File: config.mk
export PLATFORM = sky130hd
export DESIGN_NAME = psram_arb_ctrl
export DESIGN_NICKNAME = d
export VERILOG_FILES = /design/src/rtl/psram_arb_ctrl_pkg.sv /design/src/rtl/psram_arb_ctrl_rr_arb_2.sv /design/src/rtl/psram_arb_ctrl.sv
export SDC_FILE = /design/constraint.sdc
export NUM_CORES = 1
export LEC_CHECK = 0
export BUFFER_PORTS_ARGS = -buffer_cell sky130_fd_sc_hd__buf_4
export CAP_MARGIN = 5
export CORE_MARGIN = 2
export CORE_UTILIZATION = 38
export CTS_CLUSTER_DIAMETER = 100
export CTS_CLUSTER_SIZE = 40
export DETAILED_ROUTE_END_ITERATION = 8
export PLACE_DENSITY_LB_ADDON = 0.25
export SYNTH_ARGS = -nofsm -noshare
export SYNTH_HDL_FRONTEND = slang
export SYNTH_HIERARCHICAL = 1
export SYNTH_SLANG_ARGS = --single-unit
File: constraint.sdc
create_clock -name CLK_IN -period 1.85 [get_ports CLK_IN]
set_input_delay 0.4625 -clock CLK_IN [delete_from_list [all_inputs] [get_ports CLK_IN]]
set_output_delay 0.4625 -clock CLK_IN [all_outputs]
set_load 0.05 [all_outputs]
File: src/rtl/psram_arb_ctrl_pkg.sv
// Shared definitions for the PSRAM arbiter/controller slice.
//   state_e        controller FSM encoding
//   PORT_VID/CPU   requester indices into the 2-bit request/ack vectors
//   *_LVL          fixed pad levels for async-mode Cellular RAM and parked flash
//   WAIT_CNT_W     width of the strobe-hold down-counter
package psram_arb_ctrl_pkg;

  typedef enum logic [1:0] {
    ST_IDLE    = 2'd0,
    ST_ACCESS  = 2'd1,
    ST_RECOVER = 2'd2
  } state_e;

  localparam int PORT_VID = 0;
  localparam int PORT_CPU = 1;

  localparam logic ADV_LVL      = 1'b0;
  localparam logic CLK_LVL      = 1'b0;
  localparam logic CRE_LVL      = 1'b0;
  localparam logic FLASH_CS_LVL = 1'b1;

  localparam int WAIT_CNT_W = 4;

endpackage

File: src/rtl/psram_arb_ctrl_rr_arb_2.sv
// Two-requester round-robin arbiter.
//   clk, rst   clock and synchronous active-high reset
//   req        request vector, bit 0 = port 0
//   grant_en   a grant is being taken this cycle; updates last-grant
//   gnt        one-hot grant (combinational), zero when nothing requests
// On a tie the port that was not granted last wins. Reset leaves last-grant
// at port 1 so port 0 wins the first tie.
module rr_arb_2 (
  input  logic       clk,
  input  logic       rst,
  input  logic [1:0] req,
  input  logic       grant_en,
  output logic [1:0] gnt
);

  logic last_q;
  logic last_d;

  always_comb begin
    gnt = 2'b00;
    case (req)
      2'b01:   gnt = 2'b01;
      2'b10:   gnt = 2'b10;
      2'b11:   gnt = last_q ? 2'b01 : 2'b10;
      default: gnt = 2'b00;
    endcase
    last_d = last_q;
    if (grant_en && (gnt != 2'b00)) begin
      last_d = gnt[1];
    end
  end

  always_ff @(posedge clk) begin
    if (rst) begin
      last_q <= 1'b1;
    end else begin
      last_q <= last_d;
    end
  end

endmodule

File: src/rtl/psram_arb_ctrl.sv
// Two-port arbiter and async-mode controller for the shared 16-bit Cellular
// RAM bus. Grants one fixed-length read or write at a time, drives registered
// active-low strobes, and parks the flash.
//   CLK_IN, RST_SYNC_IN          clock, synchronous active-high reset
//   REQ_IN/WE_IN/ADDRx/WDATAx/BEx per-port command, held until that port's ACK
//   ACK_OUT, RDATA_OUT           one-cycle completion pulse, read data
//   MEM_*/RAM_*/FLASH_CS_OUT     pad-side address, data, enables and strobes
//
// state   | meaning
// IDLE    | bus parked, arbitrate and latch the winner's command
// ACCESS  | strobes asserted for W cycles, read data captured on the last one
// RECOVER | strobes high, write data still driven for hold, ACK pulsed
module psram_arb_ctrl
  import psram_arb_ctrl_pkg::*;
#(
  parameter int RD_WAIT_CYCLES = 4,
  parameter int WR_WAIT_CYCLES = 4
) (
  input  logic        CLK_IN,
  input  logic        RST_SYNC_IN,
  input  logic [1:0]  REQ_IN,
  input  logic [1:0]  WE_IN,
  input  logic [22:0] ADDR0_IN,
  input  logic [22:0] ADDR1_IN,
  input  logic [15:0] WDATA0_IN,
  input  logic [15:0] WDATA1_IN,
  input  logic [1:0]  BE0_IN,
  input  logic [1:0]  BE1_IN,
  output logic [1:0]  ACK_OUT,
  output logic [15:0] RDATA_OUT,
  output logic [22:0] MEM_ADDR_OUT,
  output logic [15:0] MEM_DATA_OUT,
  output logic        MEM_DATA_OE_OUT,
  input  logic [15:0] MEM_DATA_IN,
  output logic        MEM_OE_OUT,
  output logic        MEM_WR_OUT,
  output logic        RAM_CS_OUT,
  output logic        RAM_LB_OUT,
  output logic        RAM_UB_OUT,
  output logic        RAM_ADV_OUT,
  output logic        RAM_CLK_OUT,
  output logic        RAM_CRE_OUT,
  output logic        FLASH_CS_OUT
);

  localparam logic [WAIT_CNT_W-1:0] RD_W = RD_WAIT_CYCLES[WAIT_CNT_W-1:0];
  localparam logic [WAIT_CNT_W-1:0] WR_W = WR_WAIT_CYCLES[WAIT_CNT_W-1:0];

  state_e                state_q, state_d;
  logic [WAIT_CNT_W-1:0] cnt_q, cnt_d;
  logic                  port_q, port_d;
  logic                  we_q, we_d;
  logic [22:0]           addr_q, addr_d;
  logic [15:0]           wdata_q, wdata_d;
  logic [1:0]            be_q, be_d;
  logic [15:0]           rdata_q, rdata_d;
  logic [1:0]            ack_q, ack_d;
  logic                  cs_q, cs_d;
  logic                  oe_q, oe_d;
  logic                  wr_q, wr_d;
  logic                  lb_q, lb_d;
  logic                  ub_q, ub_d;
  logic                  data_oe_q, data_oe_d;

  logic                  grant_en;
  logic [1:0]            gnt;

  rr_arb_2 u_arb (
    .clk      (CLK_IN),
    .rst      (RST_SYNC_IN),
    .req      (REQ_IN),
    .grant_en (grant_en),
    .gnt      (gnt)
  );

  // Strobe flops are loaded with the level wanted in the *next* state, so the
  // pads see clean registered edges aligned to the state change.
  always_comb begin
    state_d   = state_q;
    cnt_d     = cnt_q;
    port_d    = port_q;
    we_d      = we_q;
    addr_d    = addr_q;
    wdata_d   = wdata_q;
    be_d      = be_q;
    rdata_d   = rdata_q;
    ack_d     = 2'b00;
    cs_d      = 1'b1;
    oe_d      = 1'b1;
    wr_d      = 1'b1;
    lb_d      = 1'b1;
    ub_d      = 1'b1;
    data_oe_d = 1'b0;
    grant_en  = 1'b0;

    case (state_q)
      ST_IDLE: begin
        if (REQ_IN != 2'b00) begin
          grant_en = 1'b1;
          state_d  = ST_ACCESS;
          if (gnt[PORT_CPU]) begin
            port_d  = 1'b1;
            we_d    = WE_IN[PORT_CPU];
            addr_d  = ADDR1_IN;
            wdata_d = WDATA1_IN;
            be_d    = BE1_IN;
          end else begin
            port_d  = 1'b0;
            we_d    = WE_IN[PORT_VID];
            addr_d  = ADDR0_IN;
            wdata_d = WDATA0_IN;
            be_d    = BE0_IN;
          end
          cnt_d     = we_d ? WR_W : RD_W;
          cs_d      = 1'b0;
          lb_d      = ~be_d[0];
          ub_d      = ~be_d[1];
          oe_d      = we_d;
          wr_d      = ~we_d;
          data_oe_d = we_d;
        end
      end

      ST_ACCESS: begin
        cnt_d     = cnt_q - 1'b1;
        data_oe_d = we_q;
        if (cnt_q == {{(WAIT_CNT_W-1){1'b0}}, 1'b1}) begin
          state_d = ST_RECOVER;
          if (!we_q) begin
            rdata_d = MEM_DATA_IN;
          end
          ack_d[port_q] = 1'b1;
        end else begin
          cs_d = 1'b0;
          lb_d = ~be_q[0];
          ub_d = ~be_q[1];
          oe_d = we_q;
          wr_d = ~we_q;
        end
      end

      ST_RECOVER: begin
        state_d = ST_IDLE;
      end

      default: begin
        state_d = ST_IDLE;
      end
    endcase
  end

  always_ff @(posedge CLK_IN) begin
    if (RST_SYNC_IN) begin
      state_q   <= ST_IDLE;
      cnt_q     <= '0;
      port_q    <= 1'b0;
      we_q      <= 1'b0;
      addr_q    <= '0;
      wdata_q   <= '0;
      be_q      <= '0;
      rdata_q   <= '0;
      ack_q     <= 2'b00;
      cs_q      <= 1'b1;
      oe_q      <= 1'b1;
      wr_q      <= 1'b1;
      lb_q      <= 1'b1;
      ub_q      <= 1'b1;
      data_oe_q <= 1'b0;
    end else begin
      state_q   <= state_d;
      cnt_q     <= cnt_d;
      port_q    <= port_d;
      we_q      <= we_d;
      addr_q    <= addr_d;
      wdata_q   <= wdata_d;
      be_q      <= be_d;
      rdata_q   <= rdata_d;
      ack_q     <= ack_d;
      cs_q      <= cs_d;
      oe_q      <= oe_d;
      wr_q      <= wr_d;
      lb_q      <= lb_d;
      ub_q      <= ub_d;
      data_oe_q <= data_oe_d;
    end
  end

  assign ACK_OUT         = ack_q;
  assign RDATA_OUT       = rdata_q;
  assign MEM_ADDR_OUT    = addr_q;
  assign MEM_DATA_OUT    = wdata_q;
  assign MEM_DATA_OE_OUT = data_oe_q;
  assign MEM_OE_OUT      = oe_q;
  assign MEM_WR_OUT      = wr_q;
  assign RAM_CS_OUT      = cs_q;
  assign RAM_LB_OUT      = lb_q;
  assign RAM_UB_OUT      = ub_q;
  assign RAM_ADV_OUT     = ADV_LVL;
  assign RAM_CLK_OUT     = CLK_LVL;
  assign RAM_CRE_OUT     = CRE_LVL;
  assign FLASH_CS_OUT    = FLASH_CS_LVL;

endmodule

==> results of run 1 <==
## through the flow
step           area [sq um]  hold WS, ns
3_5_place_dp           4680        0.441
5_1_grt                4830        0.393
3_3_place_gp           4680        0.429
6_report               4830        0.392
2_1_floorplan          3340        0.408
4_1_cts                4830        0.377
## layout make-up
type	instances	area, sq um
well taps	108	135
fillers	831	3760
multi-input cells	230	1670
flip-flops and latches	74	1480
inverters	5	18.8
clock inverters	4	20.0
clock buffers	11	131
repair buffers	178	1370
## cell usage in the layout (no fill, tap or decap), types with 2 or more instances in the layout
cell type,count
a211oi_1,39
a21o_1,4
a21oi_1,50
buf_12,3
buf_4,175
clkbuf_1,2
clkbuf_8,9
clkinv_2,4
conb_1,4
dfxtp_1,74
ha_1,2
inv_1,4
mux2_2,3
mux2i_1,55
nand2_1,6
nand2b_1,34
nand3_1,7
nor2_1,2
nor3b_1,2
o211ai_1,3
o21ai_0,5
## routing by layer
metal,global-route usage,vias to the layer above,part of all wire
met3,0.0396,16,0.062
li1,-,1540,-
met1,0.222,1398,0.42
met4,0.0673,0,0.020
met2,0.308,105,0.50
met5,0,-,0
## worst register-to-register path, stage by stage (launching register included)
cell	delay (ns)
dfxtp_1	0.40
ha_1	0.18
or3b_4	0.42
nor3_4	0.21
buf_12	0.19
mux2i_1	0.21
## flip-flops by register name (all words and copies together) (netlist names), 2 cells and up
register	count
MEM_ADDR_OUT	23
MEM_DATA_OUT	16
RDATA_OUT	16
cnt_q	4
ACK_OUT	2
be_q	2
state_q	2
## power by group through the flow
stage               Sequential (mW)  Combinational [mW]  Clock [mW]
floorplan                      2.25               0.451           0
global placement               1.85                1.31           0
detailed placement             1.85                1.33           0
CTS                            1.82                1.33        1.05
global route                   1.84                1.41        1.12
finish                         1.82                1.32        1.02
## worst max-delay path by stage
stage | start | to | cells past startpoint
floorplan | cnt_q[0]$_SDFFE_PP0P_ | RDATA_OUT[10]$_SDFFE_PP0P_ | 6
detailed placement | cnt_q[0]$_SDFFE_PP0P_ | RDATA_OUT[13]$_SDFFE_PP0P_ | 5
global route | cnt_q[1]$_SDFFE_PP0P_ | RDATA_OUT[10]$_SDFFE_PP0P_ | 6
global placement | REQ_IN[0] | MEM_ADDR_OUT[17]$_SDFFE_PP0P_ | 5
finish | cnt_q[0]$_SDFFE_PP0P_ | RDATA_OUT[13]$_SDFFE_PP0P_ | 5
CTS | cnt_q[0]$_SDFFE_PP0P_ | RDATA_OUT[13]$_SDFFE_PP0P_ | 5
==> impl_results.md, run 1 <==
- Synthesis-to-layout area growth: 45.1%
- DP HPWL: 6.40 mm
- Port bufs: ~170
- Clock sink count: 74
- Logic pwr share: 0.318
- CP startpoint kind: flip-flop
- Ys Warns: 6
- Buffers and inverters on the worst path: 1
- Final min period: 1.67 ns
- Setup slack after layout: ~0.18 ns
- Reg-to-Reg End: RDATA_OUT[13]$_SDFFE_PP0P_
- Initial Util: 0.387
- Worst-path clk slew: 0.07 ns
- Remaining Overflow, GRT: 0
- Worst Skew: just over 0.006 ns
- DR iter-0 viols: 56
- ANT nets after route: 0
- Final Hold Fails: 0
- CP max stage cell: or3b_4
- Period utilization: 0.905
- CP Data Arrival Time: 1.94 ns
- Vias per cell: approximately 5.0
- GRT Total Usage: 0.180
- Worst reg2reg setup slack: 0.18 ns
- Clock root cell: clkbuf_8
- Setup CP Type: reg -> reg
- DR WL/cell: 14.3 um
- Maxcap violations: 0
- Die Wd: 97.6 um
- Slew Viols, Final: 0
- Deepest clock path buffer count: 2
- Ratio of cells with drive above 1 in the final layout: 0.398
- DP Worst Slack: 0.120 ns
- Largest delay share family, worst path: simple AND/OR/NAND/NOR gates
- Die area: 9530 sq um
- Total negative setup slack: 0 ns
- Global-route wire length before repair: roughly 14 mm
- Hold Path Cell Cnt: 3
- Largest net degree at the start of global routing: 51
- Core area: around 8600 sq um
- Final Util: 0.562
- P_sw: ~1.4 mW
- LEAKAGE: 2.10 nW
- Cell area after synthesis: 3330 sq um
- Vias in the first global route: between 3k and 4k
- Worst setup EP type: flip-flop
- Critical Path Max Stage Delay: 0.42 ns
- Sw frac: 0.344
- CTS Buf Count: 9
- Number of antenna diodes: 0
- Die height: 97.6 um
- Top Ports: 171
- H-tree depth: 3
- P per Cell Area: 860 nW/um^2
- Setup-failing EPs final: 0
- R2r startpoint: cnt_q[0]$_SDFFE_PP0P_
- Final #Nets: 604
- GPL Wtd Cong: 0.778
- DR DRC count: 0
- Number of hold buffers added after CTS: 0
- Final wirelength: ~8.7 mm
- Clock share of power: 0.244
- Row Count: 34
- Int Pwr: 2.73 mW
- CP Cell Sequence: ha_1 -> or3b_4 -> nor3_4 -> buf_12 -> mux2i_1
- Worst Reg-to-Reg Cells: 5
- Fmax: 597 MHz
- Post-CTS Setup Bufs: 0
- WP data required: 2.11 ns
- Min-Delay Path Class: in -> reg
- Tot Pwr: 4.16 mW
- Initial antenna violation count: 0
- Hold Path End: RDATA_OUT[12]$_SDFFE_PP0P_
- Clock latency on the worst-skew pair: 0.33 ns
- Syn Inst Count: about 340
- Vias: about 3.1k
- Hold wc startpoint: MEM_DATA_IN[12]
- Status: completed
- Non-Filler Instances: 610
- 1st-pass router iterations: 4
- Worst vdd ir: between 300 and 400 uV
- Post-CTS resize count: 0
- RSZ-0062 raised after global routing: no
- Register share of total power: 0.438
- TritonCTS clock tree: done
- DP Cell Count: 595
- Mean Syn Cell Area: 9.71 sq um
- Crit-path max FO: 16
Power figures use the tool's default switching activity.
==> inputs of run 2 (changes only) <==
--- a/config.mk
+++ b/config.mk
@@ -13,6 +13,8 @@
 export CTS_CLUSTER_SIZE = 40
 export DETAILED_ROUTE_END_ITERATION = 8
 export PLACE_DENSITY_LB_ADDON = 0.25
+export REMOVE_ABC_BUFFERS = 1
+export SKIP_LAST_GASP = 1
 export SYNTH_ARGS = -nofsm -noshare
 export SYNTH_HDL_FRONTEND = slang
 export SYNTH_HIERARCHICAL = 1
==> run 2 against run 1 <==
Clock power grew 44%. First-iteration DRC count grew 120%. Fmax grew 0.70%. Utilization grew 0.92 points. Total power grew 11%. Cell area grew 1.6%. Register-to-register slack is essentially flat. Sequential share of layout area shrank 0.49 points. Flip-flop and latch count is the same. Setup slack gained 0.012 ns. Non-clock buffer count shrank 1. Critical path depth grew 1.
==> impl_results.md, run 2 (same netlist as run 1, synthesis figures left out) <==
- Status: completed
- Buffers and inverters on the worst path: 2
- DP Worst Slack: 0.118 ns
- CP max stage cell: or3b_4
- Synthesis-to-layout area growth: 47.5%
- WP data required: ~2.1 ns
- Period utilization: 0.899
- Register area: 1480 sq um
- Die Wd: 97.6 um
- Port bufs: 166
- Largest net degree at the start of global routing: 57
- Final wirelength: 8.87 mm
- Vias per cell: approximately 5
- Final min period: approximately 1.7 ns
- Die height: just under 100 um
- Worst setup EP type: flip-flop
- Largest delay share family, worst path: simple AND/OR/NAND/NOR gates
- Top Ports: 171
- Core area: about 8600 sq um
- CP Cell Sequence: inv_1 -> ha_1 -> or3b_4 -> nor3_4 -> buf_12 -> mux2i_1
- Clock root cell: clkbuf_8
- Slew Viols, Final: 0
- Setup slack after layout: 0.187 ns
- Critical Path Max Stage Delay: ~0.42 ns
- LEAKAGE: 2.13 nW
- Vias in the first global route: 3038
- DR WL/cell: 14.5 um
- Worst Skew: 0.00989 ns
- GRT Total Usage: 0.186
- CP Data Arrival Time: 1.93 ns
- Remaining Overflow, GRT: 0
- Worst-path clk slew: roughly 0.08 ns
- Min-Delay Path Class: in -> reg
- Vias: approximately 3.1k
- Deepest clock path buffer count: 2
- Post-CTS resize count: 0
- Setup CP Type: reg -> reg
- GPL Wtd Cong: 0.793
- CTS Buf Count: 9
- Maxcap violations: 0
- P per Cell Area: 937 nW/um^2
- Ratio of cells with drive above 1 in the final layout: 0.402
- Fillers: 789
- Number of hold buffers added after CTS: 0
- Clock sink count: 74
- Worst slew margin: 0.635
- Clock latency on the worst-skew pair: 0.34 ns
- Largest register FFs: 23
- Final Hold Fails: 0
- Die area: around 9500 sq um
- Crit-path max FO: 16
- H-tree depth: 3
- Commonest non-fill, non-tap cell in the layout: buf_4
- Fmax: approximately 600 MHz
- Hold slack: 0.384 ns
- 1st-pass router iterations: 4
- DR iter-0 viols: 125
- Measured slew at the worst slew-check pin: between 0.5 and 0.6 ns
- Area of the multi-input gates: 1670 sq um
- Row Count: 34
- Commonest non-fill, non-tap cells in the layout: buf_4 (174), dfxtp_1 (74), mux2i_1 (55)
- Initial Util: 0.387
- DP HPWL: approximately 6.3 mm
- Initial antenna violation count: 0
- Number of antenna diodes: 0
- ANT nets after route: 0
- RSZ-0062 raised after global routing: no
- Worst vdd ir: 436 uV
- TritonCTS clock tree: done
- DR DRC count: 0
- Setup-failing EPs final: 0
- Post-CTS Setup Bufs: 0
- Global-route wire length before repair: approximately 14 mm
- Final #Nets: 603
- CP startpoint kind: flip-flop
[run 2: metrics by stage]
| stage | std cells | power, mW | util | setup TNS [ns] | instance area [sq um] |
|---|---|---|---|---|---|
| 6_report | 610 | 4.60 | 0.571 | 0 | 4910 |
| 5_1_grt | 610 | 4.82 | 0.571 | 0 | 4910 |
| 4_1_cts | 610 | 4.64 | 0.571 | 0 | 4910 |
| 3_5_place_dp | 594 | 3.18 | 0.544 | 0 | 4670 |
| 3_3_place_gp | 594 | 3.16 | 0.544 | 0 | 4670 |
| 2_1_floorplan | 309 | 2.68 | - | -179.98 | 3160 |
[run 2: layout make-up]
class	count	share of cell area
sequential	74	0.302
inverter	5	0.00382
clock buffer	12	0.0336
timing repair buffer	177	0.278
tap	108	0.0275
clock inverter	4	0.0148
multi-input combinational	230	0.340
[run 2: routing by layer]
layer  vias to the layer above  part of all wire  GRT usage
li1                       1530                 -          -
met1                      1424              0.42      0.229
met2                       147              0.45      0.290
met3                         8              0.11     0.0784
met4                         0             0.010     0.0662
met5                         -                 0          0
[run 2: worst min-delay path: cells and delay by family]
kind                   cells  cell delay, ns
muxes                      1            0.06
buffers and inverters      1            0.11
and+or+nand+nor            1            0.05
[run 2: power breakdown]
part           switching, mW  total, mW  leakage (nW)  internal (mW)
combinational          0.798       1.31          1.41          0.517
sequential            0.0890       1.82         0.610           1.73
clock                  0.597       1.47         0.119          0.868
[run 2: path summary, 6_finish.rpt]
path	from	end	slack, ns	cells after the start
worst max-delay path	cnt_q[1]$_SDFFE_PP0P_	RDATA_OUT[8]$_SDFFE_PP0P_	0.19	6
worst max register to register	cnt_q[1]$_SDFFE_PP0P_	RDATA_OUT[8]$_SDFFE_PP0P_	0.19	6
worst min-delay path	MEM_DATA_IN[1]	RDATA_OUT[1]$_SDFFE_PP0P_	0.38	3
worst min register to register	port_q$_SDFFE_PP0P_	ACK_OUT[0]$_SDFF_PP0_	0.45	1
==> inputs of run 3 (changes only) <==
==> constraint.sdc (replaced) <==
create_clock -name CLK_IN -period 1.6 [get_ports CLK_IN]
set_input_delay 0.4 -clock CLK_IN [delete_from_list [all_inputs] [get_ports CLK_IN]]
set_output_delay 0.4 -clock CLK_IN [all_outputs]
set_load 0.05 [all_outputs]
==> run 3 against run 2 <==
Clock power about the same. Non-clock buffer count up 12. Global-route usage rose by 0.30 points. Critical path type unchanged. Largest cell class unchanged. Largest power group unchanged. Highest routed layer unchanged.
==> impl_results.md, run 3 (same netlist as run 1, synthesis figures left out) <==
- Status: completed
- Register area: 1490 sq um
- Critical Path Max Stage Delay: 0.38 ns
- Initial antenna violation count: 0
- Setup slack after layout: slightly below 0.09 ns
- Period utilization: 0.945
- Commonest non-fill, non-tap cells in the layout: buf_4 (182), dfxtp_1 (71), mux2i_1 (55)
- TritonCTS clock tree: done
- Worst Skew: 0.00991 ns
- Global-route wire length before repair: 14.8 mm
- H-tree depth: 3
- Final Hold Fails: 0
- Initial Util: 0.387
- LEAKAGE: 2.19 nW
- Worst setup EP type: flip-flop
- Final min period: 1.51 ns
- DR iter-0 viols: 46
- Clock root cell: clkbuf_8
- ANT nets after route: 0
- Core area: 8590 sq um
- Die height: 97.6 um
- Slew Viols, Final: 0
- CP Data Arrival Time: 1.77 ns
- Row Count: 34
- Met1 global-route usage: 0.235
- Remaining Overflow, GRT: 0
- Clock sink count: 74
- DR WL/cell: around 15 um
- RSZ-0062 raised after global routing: yes
- Setup CP Type: reg -> reg
- Fmax: around 660 MHz
- DR DRC count: 0
- WP data required: around 1.9 ns
- Clock latency on the worst-skew pair: 0.34 ns
- 1st-pass router iterations: 4
- Synthesis-to-layout area growth: 50.5%
- Total negative setup slack: 0 ns
- Hold slack: 0.327 ns
- Largest register FFs: 23
- Number of hold buffers added after CTS: 0
- Deepest clock path buffer count: 2
- Area of the multi-input gates: 1680 sq um
- GPL Wtd Cong: 0.753
- Min-Delay Path Class: in -> reg
- DP Worst Slack: -0.0112 ns
- Final #Nets: 615
- CTS Buf Count: 9
- Met3 Resource Use GR: 0.0669
- Largest net degree at the start of global routing: 52
- CP startpoint kind: flip-flop
- Worst-path clk slew: 0.08 ns
- CP max stage cell: or3b_4
- Final wirelength: around 9.1 mm
- GRT Total Usage: 0.188
- Tot Pwr: 5.14 mW
- Final Util: 0.583
- Port bufs: 166
- Maxcap violations: 0
- Die area: 9530 sq um
- GR Util met2: 0.309
- Vias in the first global route: 3129
- P per Cell Area: 1030 nW/um^2
- Crit-path max FO: 8
- Die Wd: 97.6 um
- Top Ports: 171
- CP Cell Sequence: inv_2 -> ha_4 -> or3b_4 -> nor3_4 -> buf_6 -> mux2i_1
- Gr busiest metal: met2
- Setup-failing EPs final: 0
- Fillers: between 700 and 800
- Vias: 3122
- Worst vdd ir: 427 uV
- DP HPWL: 6.53 mm
- Vias per cell: roughly 5
- Number of antenna diodes: 0
- Ratio of cells with drive above 1 in the final layout: 0.420
- Commonest non-fill, non-tap cell in the layout: buf_4
run 3: worst max-delay path, delay by kind of cell (launching register included):
kind                       cells  cell delay (ns)
and+or+nand+nor                2             0.54
DFF                            1             0.33
buffers and inverters          2             0.26
muxes                          1             0.19
adders and majority gates      1             0.12
run 3: layout make-up:
type,count,area share
clock inverter,2,0.00699
inverter,5,0.00375
multi-input combinational,230,0.336
tap,108,0.0270
timing repair buffer,189,0.297
clock buffer,14,0.0325
sequential,74,0.296
run 3: path summary, 6_finish.rpt:
kind	cells past startpoint	slack, ns	to	startpoint
worst max-delay path	6	0.09	RDATA_OUT[15]$_SDFFE_PP0P_	cnt_q[1]$_SDFFE_PP0P_
worst min-delay path	3	0.33	RDATA_OUT[6]$_SDFFE_PP0P_	MEM_DATA_IN[6]
worst max register to register	6	0.09	RDATA_OUT[15]$_SDFFE_PP0P_	cnt_q[1]$_SDFFE_PP0P_
worst min register to register	1	0.45	ACK_OUT[0]$_SDFF_PP0_	port_q$_SDFFE_PP0P_
run 3: what timing repair did:
| action | 4_1_cts | 5_1_grt |
|---|---|---|
| gates resized for setup | 8 | 2 |
| cloned | 1 | 0 |
| endpoints found under the setup margin | 16 | 47 |
| pin swaps | 0 | 1 |
| setup buffers | 3 | 0 |
run 3: stage by stage:
step	cells	area [sq um]
CTS	624	5050
global placement	604	4780
global route	622	5010
finish	622	5010
floorplan	309	3160
detailed placement	604	4780
run 3: routing by layer:
layer  up-vias  routed length (um)
met5         -                   0
met4         0                  93
met1      1436                3830
met2       124                4310
met3         8                 840
li1       1554                   -
run 3: where the power goes:
group / switching [mW] / leakage (nW) / total, mW / internal [mW]
clock: 0.645 / 0.101 / 1.45 / 0.807
combinational: 0.941 / 1.48 / 1.58 / 0.643
sequential: 0.0989 / 0.611 / 2.11 / 2.01
total: 1.68 / 2.19 / 5.14 / 3.46
